File: src/rtl/count_down_yi.sv
// count_down_yi: loadable down-counter with an IDLE/RUN control FSM.
//
// A start request in IDLE latches start_number and runs for exactly that many
// enabled cycles; enable=0 stalls the count, stop aborts without a done pulse.
// cnt_q shows the remaining count minus one while running, and done pulses for
// one cycle after the terminal edge.  A start with start_number=0 produces an
// immediate done pulse without entering RUN.
//
// Build option: define COUNT_DOWN_YI_AUTORELOAD_EN for periodic operation -- the
// terminal edge reloads from the latched start value and the block stays in
// RUN until stop or reset.
module count_down_yi #(
    parameter int BITS_OF_START_NUMBER = 20
) (
    input  logic                            clk,
    input  logic                            reset,
    input  logic                            start,
    input  logic                            enable,
    input  logic                            stop,
    input  logic [BITS_OF_START_NUMBER-1:0] start_number,
    output logic [BITS_OF_START_NUMBER-1:0] cnt_q,
    output logic                            busy,
    output logic                            done
);

    localparam int W = BITS_OF_START_NUMBER;
    localparam logic [W-1:0] ONE = {{(W-1){1'b0}}, 1'b1};

    typedef enum logic {
        IDLE = 1'b0,
        RUN  = 1'b1
    } state_e;

    state_e         state_q, state_d;
    logic [W-1:0]   cnt_d;
    logic [W-1:0]   load_q, load_d;
    logic           busy_q, busy_d;
    logic           done_q, done_d;

    // Terminal condition: an enabled RUN cycle with nothing left to count.
    // The decrement is only ever taken when cnt_q is non-zero, so cnt_q
    // cannot wrap below zero.
    logic           cnt_zero;
    assign cnt_zero = (cnt_q == '0);

`ifndef COUNT_DOWN_YI_AUTORELOAD_EN
    // The latched start value only feeds the reload path in periodic mode;
    // one-shot mode keeps the register but never reads it back.
    logic unused_load;
    assign unused_load = ^load_q;
`endif

    // Next-state and next-output computation for the counter FSM.
    always_comb begin
        // NOTE: every signal gets a hold/idle default first so no path through
        // the case statement can leave one unassigned and infer a latch.
        state_d = state_q;
        cnt_d   = cnt_q;
        load_d  = load_q;
        busy_d  = busy_q;
        done_d  = 1'b0;

        case (state_q)
            IDLE: begin
                // stop blocks start; start_number is sampled only here.
                if (start && !stop) begin
                    if (start_number != '0) begin
                        load_d  = start_number;
                        cnt_d   = start_number - ONE;
                        state_d = RUN;
                        busy_d  = 1'b1;
                    end else begin
                        // Zero-length request: finish immediately, stay idle.
                        cnt_d  = '0;
                        done_d = 1'b1;
                    end
                end
            end

            RUN: begin
                if (stop) begin
                    // Abort wins over enable and the terminal condition.
                    state_d = IDLE;
                    cnt_d   = '0;
                    busy_d  = 1'b0;
                end else if (enable) begin
                    if (!cnt_zero) begin
                        cnt_d = cnt_q - ONE;
                    end else begin
                        done_d = 1'b1;
`ifdef COUNT_DOWN_YI_AUTORELOAD_EN
                        // load_q is at least 1 whenever RUN was entered.
                        cnt_d = load_q - ONE;
`else
                        state_d = IDLE;
                        cnt_d   = '0;
                        busy_d  = 1'b0;
`endif
                    end
                end
                // enable=0: everything holds via the defaults above.
            end

            default: begin
                state_d = IDLE;
                cnt_d   = '0;
                busy_d  = 1'b0;
            end
        endcase
    end

    // State and registered outputs, with synchronous reset to all-zero.
    always_ff @(posedge clk) begin
        // NOTE: non-blocking assignments so every flop samples the values
        // computed before this edge, independent of statement order.
        if (reset) begin
            state_q <= IDLE;
            cnt_q   <= '0;
            load_q  <= '0;
            busy_q  <= 1'b0;
            done_q  <= 1'b0;
        end else begin
            state_q <= state_d;
            cnt_q   <= cnt_d;
            load_q  <= load_d;
            busy_q  <= busy_d;
            done_q  <= done_d;
        end
    end

    assign busy = busy_q;
    assign done = done_q;

endmodule

File: config.mk
export PLATFORM = sky130hd
export DESIGN_NAME = count_down_yi
export DESIGN_NICKNAME = d
export VERILOG_FILES = /design/src/rtl/count_down_yi.sv
export SDC_FILE = /design/constraint.sdc
export NUM_CORES = 1
export LEC_CHECK = 0
export BUFFER_PORTS_ARGS = -buffer_cell sky130_fd_sc_hd__buf_4
export CAP_MARGIN = 10
export CORE_MARGIN = 5
export CORE_UTILIZATION = 31
export DETAILED_ROUTE_END_ITERATION = 10
export GPL_ROUTABILITY_DRIVEN = 0
export PLACE_DENSITY = 0.5
export SYNTH_ARGS = -nofsm -noshare
export SYNTH_HDL_FRONTEND = slang
export SYNTH_SLANG_ARGS = --single-unit
File: constraint.sdc
create_clock -name clk -period 5 [get_ports clk]
set_clock_uncertainty 0.05 [all_clocks]
set_input_delay 0.5 -clock clk [delete_from_list [all_inputs] [get_ports clk]]
set_output_delay 0.5 -clock clk [all_outputs]
set_load 0.05 [all_outputs]
==> summary.txt <==
STA
  – Hold Fails Final Rpt: 0
  – Peak Freq: 0.367 GHz
  – Hold slack: 0.444 ns
  – Worst setup margin: 2.27 ns
  – Setup tns final: 0 ns
  – Worst rel slew slack: 48.0%
  – Finish-stage setup viols: 0
  – Worst-Margin Slew: 0.774 ns
  – Final period utilization: 54.5%
  – Max Slew Vio Count: 0
  – RSZ-0062 raised after global routing: no
  – Tmin final: 2.73 ns

Routing
  – Starting DRT DRC Count: 120
  – Routed Antenna Nets: 0
  – Total iterations of the first detailed-routing run: 4
  – Drc violations: 0
  – Total routed wirelength: 5910 um
  – DR vias/cell: 5.54
  – Via count: 1984
  – Wire per inst: 16.5 um

Yosys
  – Syn Inst Count: 244
  – Seq cells post-synth: 23
  – Post-synth top area cell: dfxtp_1
  – Mapped cell area: 0.00181 mm2
  – EDFF count, synth: 0
  – Synth Net Count: 273
  – Sequential area share after synthesis: 25.5%
  – FFs w/ async S/R, synth: 0%
  – Primary FF master, synth: dfxtp_1
  – Yosys cell types: 48
  – Share of the synthesized area in the top cell type: 25.5%
  – Syn Area/Cell: 7.40 um2
  – Yosys warns: 0
  – Top area cells in the synthesized netlist: dfxtp_1 (26%), o21ai_0 (6.9%), nor2_1 (6.4%)

GRT
  – Total gr overflow: 0
  – Initial antenna violation count: 0
  – First-pass GRT wire length: 9970 um
  – Vias in the first global route: 1971
  – Total GRT Usage: 16.6%
  – Largest net degree at the start of global routing: 28

Cells and area
  – Final #Nets: 316
  – Commonest non-fill, non-tap cells in the layout: buf_4 (49), nor2_1 (31), o21ai_0 (25), dfxtp_1 (23), a21oi_1 (18)
  – Area of the multi-input gates: 0.00126 mm2
  – Area delta synth->final: 24.5%
  – Register area: 460 um2
  – Antenna cell count: 0
  – Share of cells above drive strength 1: 20.6%
  – Fill count: 616
  – Commonest non-fill, non-tap cell in the layout: buf_4

Clock tree
  – CTS Hold Bufs: 0
  – Postcts setup bufs: 0
  – Clk sink count: 23
  – Clk buf depth: 2
  – PostCTS Resize Cnt: 0
  – H-tree Lvls: 1
  – Clk slew on worst S/H paths: 0.09 ns
  – Num CTS Buffers: 3
  – CTS tree: yes
  – Root Driver: clkbuf_8
  – Clk_lat worst skew: 0.27 ns

Outcome
  – Status: finished, final reports clean

Power
  – VDD IR max: 0.122 mV
  – P per Cell Area: 321 mW/mm2
  – Pwr Total: 0.722 mW
  – Leak Pwr: 0.864 nW
  – Clock share of power: 17.1%
  – Switching portion of total power: 46.2%
  – Combinational power share: 50.2%
  – Int Pwr: 0.388 mW
  – Switching Power: 0.333 mW
  – Power share of the sequential group: 32.7%

Placement
  – DP HPWL: 4500 um
  – IO buf count: 46
  – Place WS: 2.30 ns

Floorplanning
  – Die height: 86.3 um
  – Core box area: 0.00557 mm2
  – I/O pins: 47
  – Die W: 86.3 um
  – Row count: 27
  – Starting Density: 32.4%
  – Full die area: 0.00745 mm2

Worst hold path
  – Worst hold path type: reg -> reg
  – Hold Crit Depth: 2

Critical path
  – Worst setup EP type: register
  – Worst setup path class: reg -> reg
  – Startpoint Class: register
  – CP required: 5.11 ns
  – Arr. time, crit path: 2.84 ns
  – Worst reg-to-reg path cell count: 7
  – Max Fanout on Critical Path: 17

Flow run
  – Max cap viols: 0
cells in the mapped netlist (all sizes together) (5+ instances only):
cell type / count
o21ai: 27
nand3: 6
inv: 6
nor2: 31
nor3: 15
xnor2: 7
a21oi: 18
a22oi: 8
nand2: 11
clkbuf: 7
dfxtp: 23
nand3b: 5
or4: 5
nor4: 11
xor2: 10
flip-flops by register name, indices dropped and copies added (netlist names):
signal / cells
done: 1
busy: 1
cnt_q: 20
state_q: 1
power groups by stage:
| stage | registers [mW] | logic [mW] | clock network, mW |
|---|---|---|---|
| after floorplan | 0.301 | 0.193 | 0 |
| final | 0.236 | 0.362 | 0.123 |
| after detailed placement | 0.241 | 0.360 | 0 |
| after global placement | 0.241 | 0.362 | 0 |
| after CTS | 0.236 | 0.361 | 0.131 |
| after global routing | 0.241 | 0.398 | 0.140 |
cells by family after synthesis:
family,share of synthesized area (%)
muxes,0.554
AOI/OAI and AO/OA,25.0
adders and majority gates,2.77
xor gates and xnor gates,8.25
DFF,25.5
and+or+nand+nor,33.3
buffers and inverters,4.64
worst max-delay path, cell delays in order, from the launching register on:
cell and delay (ns):
dfxtp_1 0.39, or4_4 0.60, or4_4 0.56, o21ai_1 0.32, buf_4 0.29, nor2_1 0.11, a22oi_1 0.19, o21ai_0 0.10
path summary, 6_finish.rpt:
path | slack [ns] | to | startpoint
worst min register to register | 0.44 | cnt_q[15]$_SDFFE_PP0P_ | cnt_q[15]$_SDFFE_PP0P_
worst max-delay path | 2.27 | cnt_q[7]$_SDFFE_PP0P_ | cnt_q[4]$_SDFFE_PP0P_
worst min-delay path | 0.44 | cnt_q[15]$_SDFFE_PP0P_ | cnt_q[15]$_SDFFE_PP0P_
worst max register to register | 2.27 | cnt_q[7]$_SDFFE_PP0P_ | cnt_q[4]$_SDFFE_PP0P_
final cells by class:
type | count | share of cell area [%]
multi-input cells | 204 | 56.1
clock buffers | 4 | 2.00
repair buffers | 49 | 16.4
inverters | 6 | 1.00
well taps | 72 | 4.01
flip-flops and latches | 23 | 20.5
per-layer routing:
metal | up-vias | track usage [%] | wire, um
met4 | 0 | 4.11 | 55
met5 | - | 0 | 0
met3 | 6 | 2.85 | 347
met2 | 53 | 25.2 | 2530
li1 | 998 | - | -
met1 | 927 | 24.3 | 2980
through the flow:
| step | utilization, % | instances | cell area (um2) |
|---|---|---|---|
| after floorplan | - | 244 | 1810 |
| after detailed placement | 39.5 | 354 | 2200 |
| final | 40.3 | 358 | 2250 |
| after CTS | 40.3 | 358 | 2250 |
| after global routing | 40.3 | 358 | 2250 |
| after global placement | 39.5 | 354 | 2200 |
Power figures use the tool's default switching activity.
